[config.mk]
export PLATFORM = sky130hd
export DESIGN_NAME = io_input_port
export DESIGN_NICKNAME = d
export VERILOG_FILES = /design/src/rtl/io_input_port.sv
export SDC_FILE = /design/constraint.sdc
export NUM_CORES = 1
export LEC_CHECK = 0
export BUFFER_PORTS_ARGS = -buffer_cell sky130_fd_sc_hd__buf_2
export CAP_MARGIN = 20
export CORE_MARGIN = 2
export CORE_UTILIZATION = 35
export CTS_BUF_LIST = sky130_fd_sc_hd__clkbuf_16
export DETAILED_ROUTE_END_ITERATION = 12
export REMOVE_ABC_BUFFERS = 1
export SYNTH_ARGS = -nofsm -noshare
export SYNTH_HDL_FRONTEND = slang
export SYNTH_SLANG_ARGS = --single-unit
[constraint.sdc]
create_clock -name clk -period 6.45 [get_ports clk]
set_input_delay 1.29 -clock clk [delete_from_list [all_inputs] [get_ports clk]]
set_output_delay 1.29 -clock clk [all_outputs]
set_load 0.02 [all_outputs]
[src/rtl/io_input_port.sv]
// Switch-bank responder for the IO read path: 2-flop sync, whole-word debounce, sticky new-data flag.
// Latency: DEBOUNCE_CYCLES+3 edges from a clean sw_in change to InputData. No backpressure; rd_strobe only clears data_valid.
// Optional IO_INPUT_IRQ_EN adds irq_mask/irq (registered data_valid & irq_mask).
module io_input_port #(
    parameter int DATA_WIDTH      = 16,
    parameter int CNT_WIDTH       = 16,
    parameter int DEBOUNCE_CYCLES = 50000
) (
    input  logic                  clk,
    input  logic                  reset_n,
    input  logic [DATA_WIDTH-1:0] sw_in,
    input  logic                  rd_strobe,
    output logic [DATA_WIDTH-1:0] InputData,
    output logic                  data_valid,
    output logic                  change_pulse
`ifdef IO_INPUT_IRQ_EN
    ,
    input  logic                  irq_mask,
    output logic                  irq
`endif
);

    localparam logic [CNT_WIDTH-1:0] LAST_CNT = CNT_WIDTH'(DEBOUNCE_CYCLES - 1);

    typedef enum logic {
        IDLE  = 1'b0,
        COUNT = 1'b1
    } state_t;

    state_t                state_q, state_d;
    logic [DATA_WIDTH-1:0] sync1_q, sync2_q;
    logic [DATA_WIDTH-1:0] cand_q, cand_d;
    logic [CNT_WIDTH-1:0]  cnt_q, cnt_d;
    logic [DATA_WIDTH-1:0] data_q, data_d;
    logic                  valid_q, valid_d;
    logic                  pulse_q;
    logic                  commit;

    always_ff @(posedge clk or negedge reset_n) begin
        if (!reset_n) begin
            sync1_q <= '0;
            sync2_q <= '0;
        end else begin
            sync1_q <= sw_in;
            sync2_q <= sync1_q;
        end
    end

    always_comb begin
        state_d = state_q;
        cand_d  = cand_q;
        cnt_d   = cnt_q;
        data_d  = data_q;
        commit  = 1'b0;
        unique case (state_q)
            IDLE: begin
                if (sync2_q != data_q) begin
                    cand_d  = sync2_q;
                    cnt_d   = '0;
                    state_d = COUNT;
                end
            end
            COUNT: begin
                if (sync2_q == cand_q) begin
                    if (cnt_q == LAST_CNT) begin
                        data_d  = cand_q;
                        commit  = 1'b1;
                        state_d = IDLE;
                    end else begin
                        cnt_d = cnt_q + 1'b1;
                    end
                end else if (sync2_q == data_q) begin
                    state_d = IDLE;
                end else begin
                    // any bit moving restarts the whole-word count
                    cand_d = sync2_q;
                    cnt_d  = '0;
                end
            end
            default: state_d = IDLE;
        endcase
    end

    // a commit beats a coincident read so fresh data is never lost
    always_comb begin
        valid_d = valid_q;
        if (commit) begin
            valid_d = 1'b1;
        end else if (rd_strobe) begin
            valid_d = 1'b0;
        end
    end

    always_ff @(posedge clk or negedge reset_n) begin
        if (!reset_n) begin
            state_q <= IDLE;
            cand_q  <= '0;
            cnt_q   <= '0;
            data_q  <= '0;
            valid_q <= 1'b0;
            pulse_q <= 1'b0;
        end else begin
            state_q <= state_d;
            cand_q  <= cand_d;
            cnt_q   <= cnt_d;
            data_q  <= data_d;
            valid_q <= valid_d;
            pulse_q <= commit;
        end
    end

    assign InputData    = data_q;
    assign data_valid   = valid_q;
    assign change_pulse = pulse_q;

`ifdef IO_INPUT_IRQ_EN
    logic irq_q;

    always_ff @(posedge clk or negedge reset_n) begin
        if (!reset_n) begin
            irq_q <= 1'b0;
        end else begin
            irq_q <= valid_d & irq_mask;
        end
    end

    assign irq = irq_q;
`endif

endmodule

# Word level (Yosys, flattened, before mapping)
# Index checks and enable logic that the tools add are counted.
[totals]
reg_bits = 83
latch_bits = 0
mem_bits_rw = 0
romBits = 0
input_bits = 19
output_inout_bits = 18
word_cells = 42
n_memories = 0
[op_classes]
addsub = 1
mul = 0
n_div = 0
magnitude_cmp = 0
n_eq_ne = 9
shift = 0
n_mux = 19
bitwise_logic = 1
n_reduce_logical = 4
[op_table]
columns = ["operator", "count"]
rows = [
  ["two-way mux 16 bit", 7],
  ["one-hot mux 16 bit (2 select lines)", 2],
  ["== test 16 bit", 2],
  ["adder 16 x 1 -> 16 bit, second input constant", 1],
  ["== test 16 bit, second input constant", 1],
  ["inequality test 16 bit", 1],
  ["two-way mux 1 bit", 9],
  ["AND reduction 3 bit", 3],
  ["inequality test 2 bit, second input constant", 3],
  ["inequality test 3 bit, second input constant", 2],
  ["one-hot mux 1 bit (2 select lines)", 1],
  ["nonzero test 2 bit", 1],
  ["NOT 1 bit", 1],
]

# Logic depth before layout (Yosys ltp)
[logic_depth]
ltp_word = 5
mapped_depth = 8
mapped_depth_nobuf = 6

# Least setup slack after synthesis
# Ideal clock, no wire load.
[synth_timing]
path_kind = "reg-to-reg"
from = "register cand_q[6]"
to = "register data_q[10] (netlist: InputData[10])"
setup_time_ns = 0.125
t_arrival_ns = 2.118
t_required_ns = 6.325
path_slack_ns = 4.207
stages_incl_launch_ff = 9
path_buffers = 3
period_less_slack_ns = 2.243
path_cell_list = "dfrtp_1 > xnor2_2 > nand4_2 > or3_1 > buf_2 > or3_1 > buf_6 > buf_8 > mux2_4"
[synth_via]
elab_chain_cells = 2
[synth_lines]
columns = ["item", "line", "rtl"]
rows = [
  ["from (decl)", "32", "logic [DATA_WIDTH-1:0] cand_q, cand_d;"],
  ["from (signal assigned)", "104", "cand_q <= cand_d;"],
  ["== test 16 bit", "64", "if (sync2_q == cand_q) begin"],
  ["AND reduction 3 bit (no line)", "n/a", ""],
  ["to (signal assigned)", "106", "data_q <= data_d;"],
  ["to (decl)", "34", "logic [DATA_WIDTH-1:0] data_q, data_d;"],
]
# Every way passes these cells.
# A chain may end at the register's enable or synchronous reset.

# Worst setup path after layout
[layout_timing]
from = "register cand_q[11]"
to = "register data_q[8] (netlist: InputData[8])"
# Same word-level chain as after synthesis.

==> flow_metrics.env <==
export IMPL_status="completed"
export IMPL_cp_max_fo=18
export IMPL_cts_inserted_buffers=9
export IMPL_io_pins=37
export IMPL_grt_ovfl_total=0
export IMPL_cts_max_path_buffers=2
export IMPL_gp_congestion=0.7889
export IMPL_final_hold_viol_count=0
export IMPL_p_int_mw=0.8587
export IMPL_cts_root_buffer="clkbuf_16"
export IMPL_setup_tns_ps=0
export IMPL_setup_violations=0
export IMPL_drt_initial_drc_count=81
export IMPL_finalNonFillerCells=441
export IMPL_worstReg2RegStart="cand_q[11]$_DFFE_PN0P_"
export IMPL_p_leak_nw=1.770
export IMPL_power_density_nw_per_um2=268.5
export IMPL_avgViaCountPerCell=5.029
export IMPL_dr_wl_met3_um=263
export IMPL_drt_pass1_iterations=4
export IMPL_worst_ep_required_time_ps=6660
export IMPL_cts_tree="built"
export IMPL_hold_depth=0
export IMPL_hold_path_class="reg -> reg"
export IMPL_ys_ff_latch=83
export IMPL_top_layer_used="met4"
export IMPL_synth_seq_area_share=0.5926
export IMPL_drive_gt1_frac=0.3084
export IMPL_setup_worst_path_class="reg -> reg"
export IMPL_sw_frac_of_total=0.2261
export IMPL_maxCapViolCount=0
export IMPL_fin_crit_sh=0.4656
export IMPL_remaining_drc_errors=0
export IMPL_cp_num_cells=5
export IMPL_wire_per_inst_um=15.46
export IMPL_synthDominantCellAreaShare=0.5926
export IMPL_endpoint_kind="flop"
export IMPL_port_buffers=36
export IMPL_core_um2=9729
export IMPL_num_nets_final=323
export IMPL_antenna_found_initial=0
export IMPL_arrival_ps=3220
export IMPL_syn2layout_area_growth_pct=17.92
export IMPL_p_switching_mw=0.2509
export IMPL_slew_viol_final=0
export IMPL_dieArea_um2=10830
export IMPL_cp_num_buf_inv=0
export IMPL_die_w_um=104.1
export IMPL_clk_pin_slew_worst_paths_ps=70
export IMPL_syn_avg_cell_area_um2=13.28
export IMPL_wl_met1_um=3184
export IMPL_min_to="sync2_q[2]$_DFF_PN0_"
export IMPL_routed_wirelength_um=6817
export IMPL_rsz0062_at_grt="false"
export IMPL_cts_resized_gates=0
export IMPL_syn_inst=264
export IMPL_max_vdd_ir_drop_mv=0.1734
export IMPL_rows=36
export IMPL_yosys_warnings=0
export IMPL_cp_start_kind="flop"
export IMPL_post_cts_buffers=0
export IMPL_critPathTopFamily="simple AND/OR/NAND/NOR gates"
export IMPL_die_h_um=104.1
export IMPL_cpMaxStageDelayCell="or3_1"
export IMPL_wl_met2_um=3222
export IMPL_grtUsageTotal=0.1321
export IMPL_cpMostUsedCell="or3_1"
export IMPL_synth_area_leaders="dfrtp_1 59%, xnor2_1 7.7%, mux2_2 7.7%, mux2_4 3.4%, nand4_1 2.0%"
export IMPL_pre_cts_slack_ps=3530
export IMPL_worstReg2RegEnd="InputData[8]$_DFFE_PN0P_"
export IMPL_power_frac_clock=0.466
export IMPL_clkLatencyLatePin_ps=330
export IMPL_min_from="sync1_q[2]$_DFF_PN0_"
export IMPL_fin_worst_skew_ps=8.049
export IMPL_dpl_hpwl_um=4505
export IMPL_crit_path_cell_trace="xnor2_1 > nand3_1 > or3_1 > or3_1 > mux2_4"
export IMPL_start_util=0.3602
export IMPL_reg2regPathDepth=5
export IMPL_maxSlewHeadroom=0.3235
export IMPL_p_seq_frac=0.493
export IMPL_grt_max_degree=84
export IMPL_dp_cells=424
export IMPL_ys_flop_type="dfrtp_1"
export IMPL_cts_hold_repair_buffers=0
export IMPL_grt_pass1_wl_um=11250
export IMPL_tightest_slew_ps=1015
export IMPL_grt_pass1_vias=2215
export IMPL_n_antenna_cell=0
export IMPL_critPathMaxStageDelay_ps=770
export IMPL_fmax_mhz=333.0
export IMPL_power_frac_comb=0.040
export IMPL_reg2reg_setup_slack_ps=3450
export IMPL_yosys_cell_count_top_type="dfrtp_1"
export IMPL_synth_common_cells="83 x dfrtp_1, 31 x xnor2_1, 24 x mux2_2"
export IMPL_cts_sinks=83
export IMPL_h_tree_depth=3
export IMPL_async_flop_share=1.000
export IMPL_synth_area_um2=3505
export IMPL_setup_ws_ps=3447
export IMPL_period_needed_ps=3003
export IMPL_ant_nets=0
export IMPL_synth_edf_count=0
export IMPL_synth_largest_area_cell="dfrtp_1"
export IMPL_vias=2218
export IMPL_yosys_cell_types_count=42
## worst max-delay path by stage
stage | slack [ps] | startpoint | end
2_1_floorplan | 3860 | sync2_q[8]$_DFF_PN0_ | cand_q[0]$_DFFE_PN0P_
3_3_place_gp | 3610 | cand_q[11]$_DFFE_PN0P_ | InputData[11]$_DFFE_PN0P_
3_5_place_dp | 3530 | cand_q[0]$_DFFE_PN0P_ | InputData[8]$_DFFE_PN0P_
4_1_cts | 3460 | cand_q[11]$_DFFE_PN0P_ | InputData[8]$_DFFE_PN0P_
5_1_grt | 3260 | cand_q[0]$_DFFE_PN0P_ | InputData[8]$_DFFE_PN0P_
6_report | 3450 | cand_q[11]$_DFFE_PN0P_ | InputData[8]$_DFFE_PN0P_
## cells by family after synthesis
| logic type | count (synthesis) | share of synthesized area |
|---|---|---|
| flip-flops | 83 | 0.5926 |
| AND/OR/NAND/NOR | 66 | 0.1189 |
| AO/OA/AOI/OAI | 33 | 0.06677 |
| XOR/XNOR | 32 | 0.08211 |
| multiplexers | 32 | 0.1114 |
| buffers and inverters | 17 | 0.02463 |
| adder cells (fa/ha/maj) | 1 | 0.003570 |
## metrics by stage
step	hold WS (ps)	power [mW]	area [um^2]	utilization
4_1_cts	349.2	1.120	4105	0.4219
3_3_place_gp	331.5	0.5996	3805	0.3911
3_5_place_dp	334.7	0.6011	3805	0.3911
6_report	349.2	1.110	4133	0.4248
2_1_floorplan	331.2	0.5779	3445	-
5_1_grt	354.9	1.156	4133	0.4248
## cell type report
type,instances,area (um^2)
clock buffers,9,225.2
clock inverters,7,75.07
fillers,943,5597
inverters,7,26.28
multi-input cells,164,1345
flip-flops and latches,83,2077
well taps,133,166.4
repair buffers,38,217.7
## power groups by stage
stage                     clock network [mW]  logic, mW  registers (mW)
after floorplan                            0     0.0231           0.555
after global placement                     0     0.0430           0.557
after CTS                              0.528     0.0438           0.548
after detailed placement                   0     0.0437           0.557
after global routing                   0.557     0.0502           0.549
final                                  0.517     0.0447           0.548
## cells in the final DEF, fill, tap and decap left out, types with 2 or more instances in the layout
cell type and instances:
o21ai_0 11, clkbuf_16 9, o31ai_1 7, nand4b_1 2
or3_1 2, mux2_2 24, or4b_2 2, or4_1 8
mux2_4 8, nor2_1 2, a221o_1 4, buf_4 2
or2_2 4, nor3_1 4, and3_1 3, clkinvlp_4 2
inv_6 2, buf_2 35, nand3_1 5, dfrtp_1 83
xnor2_1 31, nor4_1 9, nand4_1 11, inv_1 7
o221ai_1 2, nand2_1 8
## sequential cells by signal, summed over array words and instances, names as in the netlist
| name | flops |
|---|---|
| data_valid | 1 |
| sync2_q | 16 |
| InputData | 16 |
| state_q | 1 |
| cand_q | 16 |
| cnt_q | 16 |
| sync1_q | 16 |
| change_pulse | 1 |
## metal layers
| metal | vias to the layer above | global-route usage |
|---|---|---|
| li1 | 1055 | - |
| met1 | 1103 | 0.1746 |
| met2 | 50 | 0.2007 |
| met3 | 10 | 0.03446 |
| met4 | 0 | 0.06757 |
| met5 | - | 0 |
Note: power is estimated with default switching activity, not from simulation.
